`config.mk`:
```
export PLATFORM = sky130hd
export DESIGN_NAME = hazard_ctrl
export DESIGN_NICKNAME = d
export VERILOG_FILES = /design/src/rtl/core_pkg.sv /design/src/rtl/hazard_ctrl.sv
export SDC_FILE = /design/constraint.sdc
export NUM_CORES = 1
export LEC_CHECK = 0
export ABC_CLOCK_PERIOD_IN_PS = 8820
export CAP_MARGIN = 20
export CORE_MARGIN = 2
export CORE_UTILIZATION = 50
export DETAILED_ROUTE_END_ITERATION = 10
export HOLD_SLACK_MARGIN = 0.03
export PLACE_DENSITY = 0.93
export REMOVE_ABC_BUFFERS = 1
export SLEW_MARGIN = 15
export SYNTH_ARGS = -nofsm -noshare
export SYNTH_HDL_FRONTEND = slang
export SYNTH_SLANG_ARGS = --single-unit
```
`constraint.sdc`:
```
create_clock -name clk -period 8.82 [get_ports clk]
set_clock_uncertainty 0.2 [all_clocks]
set_input_delay 2.646 -clock clk [delete_from_list [all_inputs] [get_ports clk]]
set_output_delay 2.646 -clock clk [all_outputs]
set_load 0.02 [all_outputs]
```
`src/rtl/core_pkg.sv`:
```
// Shared definitions for the RV32I core pipeline control: FSM states, the NOP
// encoding and the packed hazard-control bundle with its per-action values.
package core_pkg;

    typedef enum logic {
        RUN      = 1'b0,
        LU_STALL = 1'b1
    } state_t;

    localparam logic [31:0] NOP_INSTR = 32'h00000013;

    typedef struct packed {
        logic pc_we;
        logic ifid_we;
        logic ifid_flush;
        logic idex_bubble;
        logic pipe_freeze;
    } ctrl_t;

    localparam ctrl_t CTRL_RESET    = '{pc_we: 1'b0, ifid_we: 1'b0, ifid_flush: 1'b1, idex_bubble: 1'b1, pipe_freeze: 1'b0};
    localparam ctrl_t CTRL_FREEZE   = '{pc_we: 1'b0, ifid_we: 1'b0, ifid_flush: 1'b0, idex_bubble: 1'b0, pipe_freeze: 1'b1};
    localparam ctrl_t CTRL_REDIRECT = '{pc_we: 1'b1, ifid_we: 1'b1, ifid_flush: 1'b1, idex_bubble: 1'b1, pipe_freeze: 1'b0};
    localparam ctrl_t CTRL_STALL    = '{pc_we: 1'b0, ifid_we: 1'b0, ifid_flush: 1'b0, idex_bubble: 1'b1, pipe_freeze: 1'b0};
    localparam ctrl_t CTRL_FETCH    = '{pc_we: 1'b0, ifid_we: 1'b1, ifid_flush: 1'b1, idex_bubble: 1'b0, pipe_freeze: 1'b0};
    localparam ctrl_t CTRL_RUN      = '{pc_we: 1'b1, ifid_we: 1'b1, ifid_flush: 1'b0, idex_bubble: 1'b0, pipe_freeze: 1'b0};

endpackage

```
`src/rtl/hazard_ctrl.sv`:
```
// Pipeline hazard controller: drives PC / IF/ID / ID/EX enables and flushes for
// load-use stalls, branch redirects, fetch waits and data-memory freezes.
//
// state    | meaning
// RUN      | normal flow; a load-use hit stalls here for the first bubble
// LU_STALL | extra load-use bubbles pending, bcnt = bubbles still to insert
module hazard_ctrl
    import core_pkg::*;
#(
    parameter int LOAD_BUBBLES = 1,
    parameter int CNT_W        = 16
) (
    input  logic             clk,
    input  logic             rst,
    input  logic [4:0]       rs1_raddr,
    input  logic [4:0]       rs2_raddr,
    input  logic             use_rs1,
    input  logic             use_rs2,
    input  logic             idex_mem_read,
    input  logic [4:0]       idex_rd,
    input  logic             branch_taken_EX,
    input  logic             imem_ready,
    input  logic             dmem_ready,
    output logic             pc_we,
    output logic             ifid_we,
    output logic             ifid_flush,
    output logic             idex_bubble,
    output logic             pipe_freeze,
    output logic [CNT_W-1:0] stall_cnt,
    output logic [CNT_W-1:0] flush_cnt
);

    localparam logic [2:0] BUBBLE_INIT = 3'(LOAD_BUBBLES - 1);

    state_t     state, state_nxt;
    logic [2:0] bcnt, bcnt_nxt;
    ctrl_t      ctrl;
    logic       lu_hit;
    logic       flush_ev;

    function automatic logic [CNT_W-1:0] sat_inc(input logic [CNT_W-1:0] v);
        return (&v) ? v : v + 1'b1;
    endfunction

    always_comb begin
        lu_hit = idex_mem_read && (idex_rd != 5'd0) &&
                 ((use_rs1 && (rs1_raddr == idex_rd)) ||
                  (use_rs2 && (rs2_raddr == idex_rd)));
    end

    always_comb begin
        ctrl      = CTRL_RUN;
        state_nxt = state;
        bcnt_nxt  = bcnt;
        flush_ev  = 1'b0;
        if (rst) begin
            ctrl = CTRL_RESET;
        end else if (!dmem_ready) begin
            ctrl = CTRL_FREEZE;
        end else if (branch_taken_EX) begin
            // the ID instruction is flushed, so any pending load-use stall is moot
            ctrl      = CTRL_REDIRECT;
            state_nxt = RUN;
            bcnt_nxt  = 3'd0;
            flush_ev  = 1'b1;
        end else if (state == LU_STALL) begin
            ctrl     = CTRL_STALL;
            bcnt_nxt = bcnt - 3'd1;
            if (bcnt == 3'd1) begin
                state_nxt = RUN;
            end
        end else if (lu_hit) begin
            ctrl = CTRL_STALL;
            if (LOAD_BUBBLES > 1) begin
                state_nxt = LU_STALL;
                bcnt_nxt  = BUBBLE_INIT;
            end
        end else if (!imem_ready) begin
            ctrl = CTRL_FETCH;
        end
    end

    always_ff @(posedge clk or posedge rst) begin
        if (rst) begin
            state     <= RUN;
            bcnt      <= 3'd0;
            stall_cnt <= '0;
            flush_cnt <= '0;
        end else begin
            state <= state_nxt;
            bcnt  <= bcnt_nxt;
            if (!ctrl.pc_we) begin
                stall_cnt <= sat_inc(stall_cnt);
            end
            if (flush_ev) begin
                flush_cnt <= sat_inc(flush_cnt);
            end
        end
    end

    assign pc_we       = ctrl.pc_we;
    assign ifid_we     = ctrl.ifid_we;
    assign ifid_flush  = ctrl.ifid_flush;
    assign idex_bubble = ctrl.idex_bubble;
    assign pipe_freeze = ctrl.pipe_freeze;

endmodule

```
==> impl.org <==
** Finish
- Layout overhead on the synthesized area :: 39.3%
- Fraction of final layout cells sized beyond drive strength 1 :: 6.27%
- 0 antenna diodes ended up in the layout.
- In the final design database the tool counted 281 nets.

** Worst setup path
- The slowest stage of the critical path is the sky130_fd_sc_hd__clkdlybuf4s50_1 cell.
- Data arrives at the worst endpoint at 5060 ps.
- The critical path is of the input pin to primary output type.
- The most numerous cell type found on the critical path is sky130_fd_sc_hd__clkdlybuf4s50_1.
- The largest single stage delay on the critical path is 600 ps.
- In this run the worst path has a maximum fanout of 16.
- Cell type group with the largest total delay on the critical path :: buffers and inverters
- STA classifies the critical path startpoint as an input pin.
- CP Buf/Inv Count :: 4
- Walking the worst path, the cells encountered are clkdlybuf4s50_1, or4_1, o21ai_1, inv_1, a211oi_4, buf_4, a21o_1, clkdlybuf4s50_1.
- Data on the critical path is required at its endpoint by 5970 ps.
- Type of destination of the critical path :: primary output

** Timing
- Setup total negative slack on the finished layout was measured at 0 ps.
- The max-slew violation count is 0.
- The worst path in the final design needs a cycle of 7900 ps, including I/O delays and setup.
- Across all setup checks in the final design, the least slack found is 916 ps.
- Final cycle utilization of the critical path :: 89.6%
- Final setup viols :: 0
- Setup repair after global routing left no endpoint under its margin.
- Max-slew headroom :: 58.1%
- Number of hold violations in the final report :: 0
- Fmax achieved :: 127 MHz
- Worst-margin pin slew :: 628 ps

** Floorplan
- Core Area :: 0.00369 mm^2
- Starting density of the core :: 52.1%
- DIE WIDTH :: 66.0 um
- Measured along the y axis, the die boundary spans 66.0 um.
- The floorplan has 22 rows.
- # IOs :: 60
- The die covers 0.00435 mm^2.

** Drt
- Dividing the detail-routed wire length by the instance count gives 14.8 um.
- DRT iter0 DRCs :: 158
- Detailed Routing Iterations Pass 1 :: 4
- Dividing the detail-routed via count by the number of cells gives 5.50.
- Post-DRT Antenna Nets :: 0
- Via count of the routed design :: 1,665
- WL final :: 4.48 mm
- DRC violations left :: 0

** Clocking
- TritonCTS built the clock tree.
- The H-tree generated during clock tree synthesis spans 2 levels.
- The clock net in this run drives a total of 36 sinks.
- After clock tree synthesis, the repair step resized 0 gates.
- Number of buffers added for setup after CTS :: 0
- Max Buffers Root-to-Sink :: 2
- Hold repair after CTS inserted 0 buffers.
- Clock transition at the registers of the reported paths :: 70 ps
- CTS placed an instance of sky130_fd_sc_hd__clkbuf_8 at the clock tree root.
- Clock insertion delay at the later pin of the skew report :: 300 ps
- Number of CTS-inserted buffers :: 5

** Logic synthesis
- In the synthesized netlist the dominant register cell turns out to be sky130_fd_sc_hd__dfrtp_1.
- Post-synth EDFFs :: 0
- Synthesis produced a netlist whose cell count is 189.
- Share of Yosys cell area claimed by the top area cell type :: 46.9%
- The Yosys step of the flow raised 0 warnings.
- Sequential cells were found to cover 46.9% of the synthesized design area.
- FFs w/ async S/R, synth :: 100%
- Number of flip-flops and latches in the synthesized netlist :: 36
- Summing every instance area after synthesis gives 0.00192 mm^2.
- Synth Area per Inst :: 10.2 um^2
- Summed over all instances, the cell type with the most area after synthesis is sky130_fd_sc_hd__dfrtp_1.
- The netlist uses 37 different library cells.
- By area the synthesized netlist is led by sky130_fd_sc_hd__dfrtp_1 (47%), sky130_fd_sc_hd__xnor2_1 (10%), sky130_fd_sc_hd__xor2_1 (7.8%).

** Pwr
- Total power of the final layout :: 0.545 mW
- Across the VDD grid, the largest voltage drop is 0.213 mV.
- Static leakage :: 1.17 nW
- In this run the power density over the cells is 204 mW/mm^2.

** Placement
- The wire-length estimate of the detail-placed layout is 3.28 mm.
- Timing analysis after detailed placement gives a worst setup slack of 926 ps.
- Final weighted congestion of routability-driven global placement :: 0.813
- During placement, the flow inserted port buffers numbering 59.

** Flow run
- Max-cap check violation count :: 0

** GRT
- Global routing consumed, over all layers together, 22.8% of the routing resources.
- Remaining Overflow, GRT :: 0
- Entering global routing, the biggest net connects 38 pins.
- The number of antenna violations at the first check in global routing was 0.
- The number of global-route vias before repair came to 1,642.
- The first global-routing pass estimated 7.56 mm of wire.

** Status
- Outcome :: completed

** Worst hold path
- The path class of the tightest hold or removal check is flop to flop.
routing by layer:
metal	part of all wire, %	track usage [%]
met1	42	26.8
met4	1.5	8.93
met3	4.4	4.09
met2	52	41.2
met5	0	0
path summary, 6_finish.rpt:
check	from	end	slack, ps	cells past startpoint
setup / recovery	idex_rd[1]	pc_we	920	8
hold / removal	bcnt[2]	bcnt[2]	280	1
setup reg to reg	stall_cnt[3]	stall_cnt[1]	6330	6
hold reg to reg	bcnt[2]	bcnt[2]	280	1
max in group asynchronous	rst	stall_cnt[5]	5430	3
min in group asynchronous	rst	flush_cnt[11]	2670	3
where the power goes:
group / internal, mW / total (mW) / switching [mW]
clock: 0.0836 / 0.144 / 0.0601
sequential: 0.192 / 0.230 / 0.0382
combinational: 0.0895 / 0.172 / 0.0823
total: 0.365 / 0.545 / 0.181
cells in the final DEF, fill, tap and decap left out, types with 4 or more instances in the layout:
cell                              instances
sky130_fd_sc_hd__ha_1                     4
sky130_fd_sc_hd__xnor2_1                 23
sky130_fd_sc_hd__nand3_1                 14
sky130_fd_sc_hd__nor3_1                   6
sky130_fd_sc_hd__o21ai_0                  5
sky130_fd_sc_hd__clkbuf_8                 5
sky130_fd_sc_hd__a21oi_1                  4
sky130_fd_sc_hd__dfrtp_1                 36
sky130_fd_sc_hd__xor2_1                  17
sky130_fd_sc_hd__nand4_1                  7
sky130_fd_sc_hd__nor2_1                   7
sky130_fd_sc_hd__nand2_1                 21
sky130_fd_sc_hd__nor4_1                   4
sky130_fd_sc_hd__clkdlybuf4s50_1         59
sky130_fd_sc_hd__inv_1                    7
sky130_fd_sc_hd__and3_1                   4
area by class of cell:
cell class,instances,area (um^2)
multi-input cells,143,971
clock buffers,5,68.8
clock inverters,3,42.5
repair buffers,61,606
flip-flops and latches,36,901
well taps,48,60.1
inverters,7,26.3
fillers,279,1010
per-stage QoR:
stage          cells  util [%]  instance area, um^2  hold slack (ps)
5_1_grt          303      72.5                 2680              308
2_1_floorplan    186         -                 1900              250
3_5_place_dp     295      69.5                 2560              282
6_report         303      72.5                 2680              283
3_3_place_gp     295      69.5                 2560              269
4_1_cts          303      72.5                 2680              291
state kept, by name, indices dropped and copies added (netlist names):
name / flops
state: 1
flush_cnt: 16
bcnt: 3
stall_cnt: 16
cells in the mapped netlist (all sizes together), types with 3 or more instances:
| cell type | number |
|---|---|
| dfrtp | 36 |
| xnor2 | 23 |
| nand2 | 21 |
| xor2 | 17 |
| nand3 | 14 |
| nor2 | 8 |
| inv | 7 |
| nand4 | 7 |
| nor3 | 7 |
| o21ai | 7 |
| a21oi | 4 |
| and3 | 4 |
| ha | 4 |
| nor4 | 4 |
| a211oi | 3 |
| and4 | 3 |
| nor4b | 3 |
kinds of logic after synthesis:
logic type | synth area share [%]
AO/OA/AOI/OAI | 6.71
XOR/XNOR | 18.2
adder cells (fa/ha/maj) | 2.61
buffers and inverters | 2.54
flip-flops | 46.9
multiplexers | 1.37
AND/OR/NAND/NOR | 21.6
worst register-to-register path: stages, from the launching register on:
cell and delay, ps:
sky130_fd_sc_hd__dfrtp_1 440, sky130_fd_sc_hd__and4_1 270, sky130_fd_sc_hd__and3_1 240, sky130_fd_sc_hd__nand3_1 200, sky130_fd_sc_hd__o21ai_2 580, sky130_fd_sc_hd__nor2_2 140
sky130_fd_sc_hd__mux2_4 320
Power figures use the tool's default switching activity.
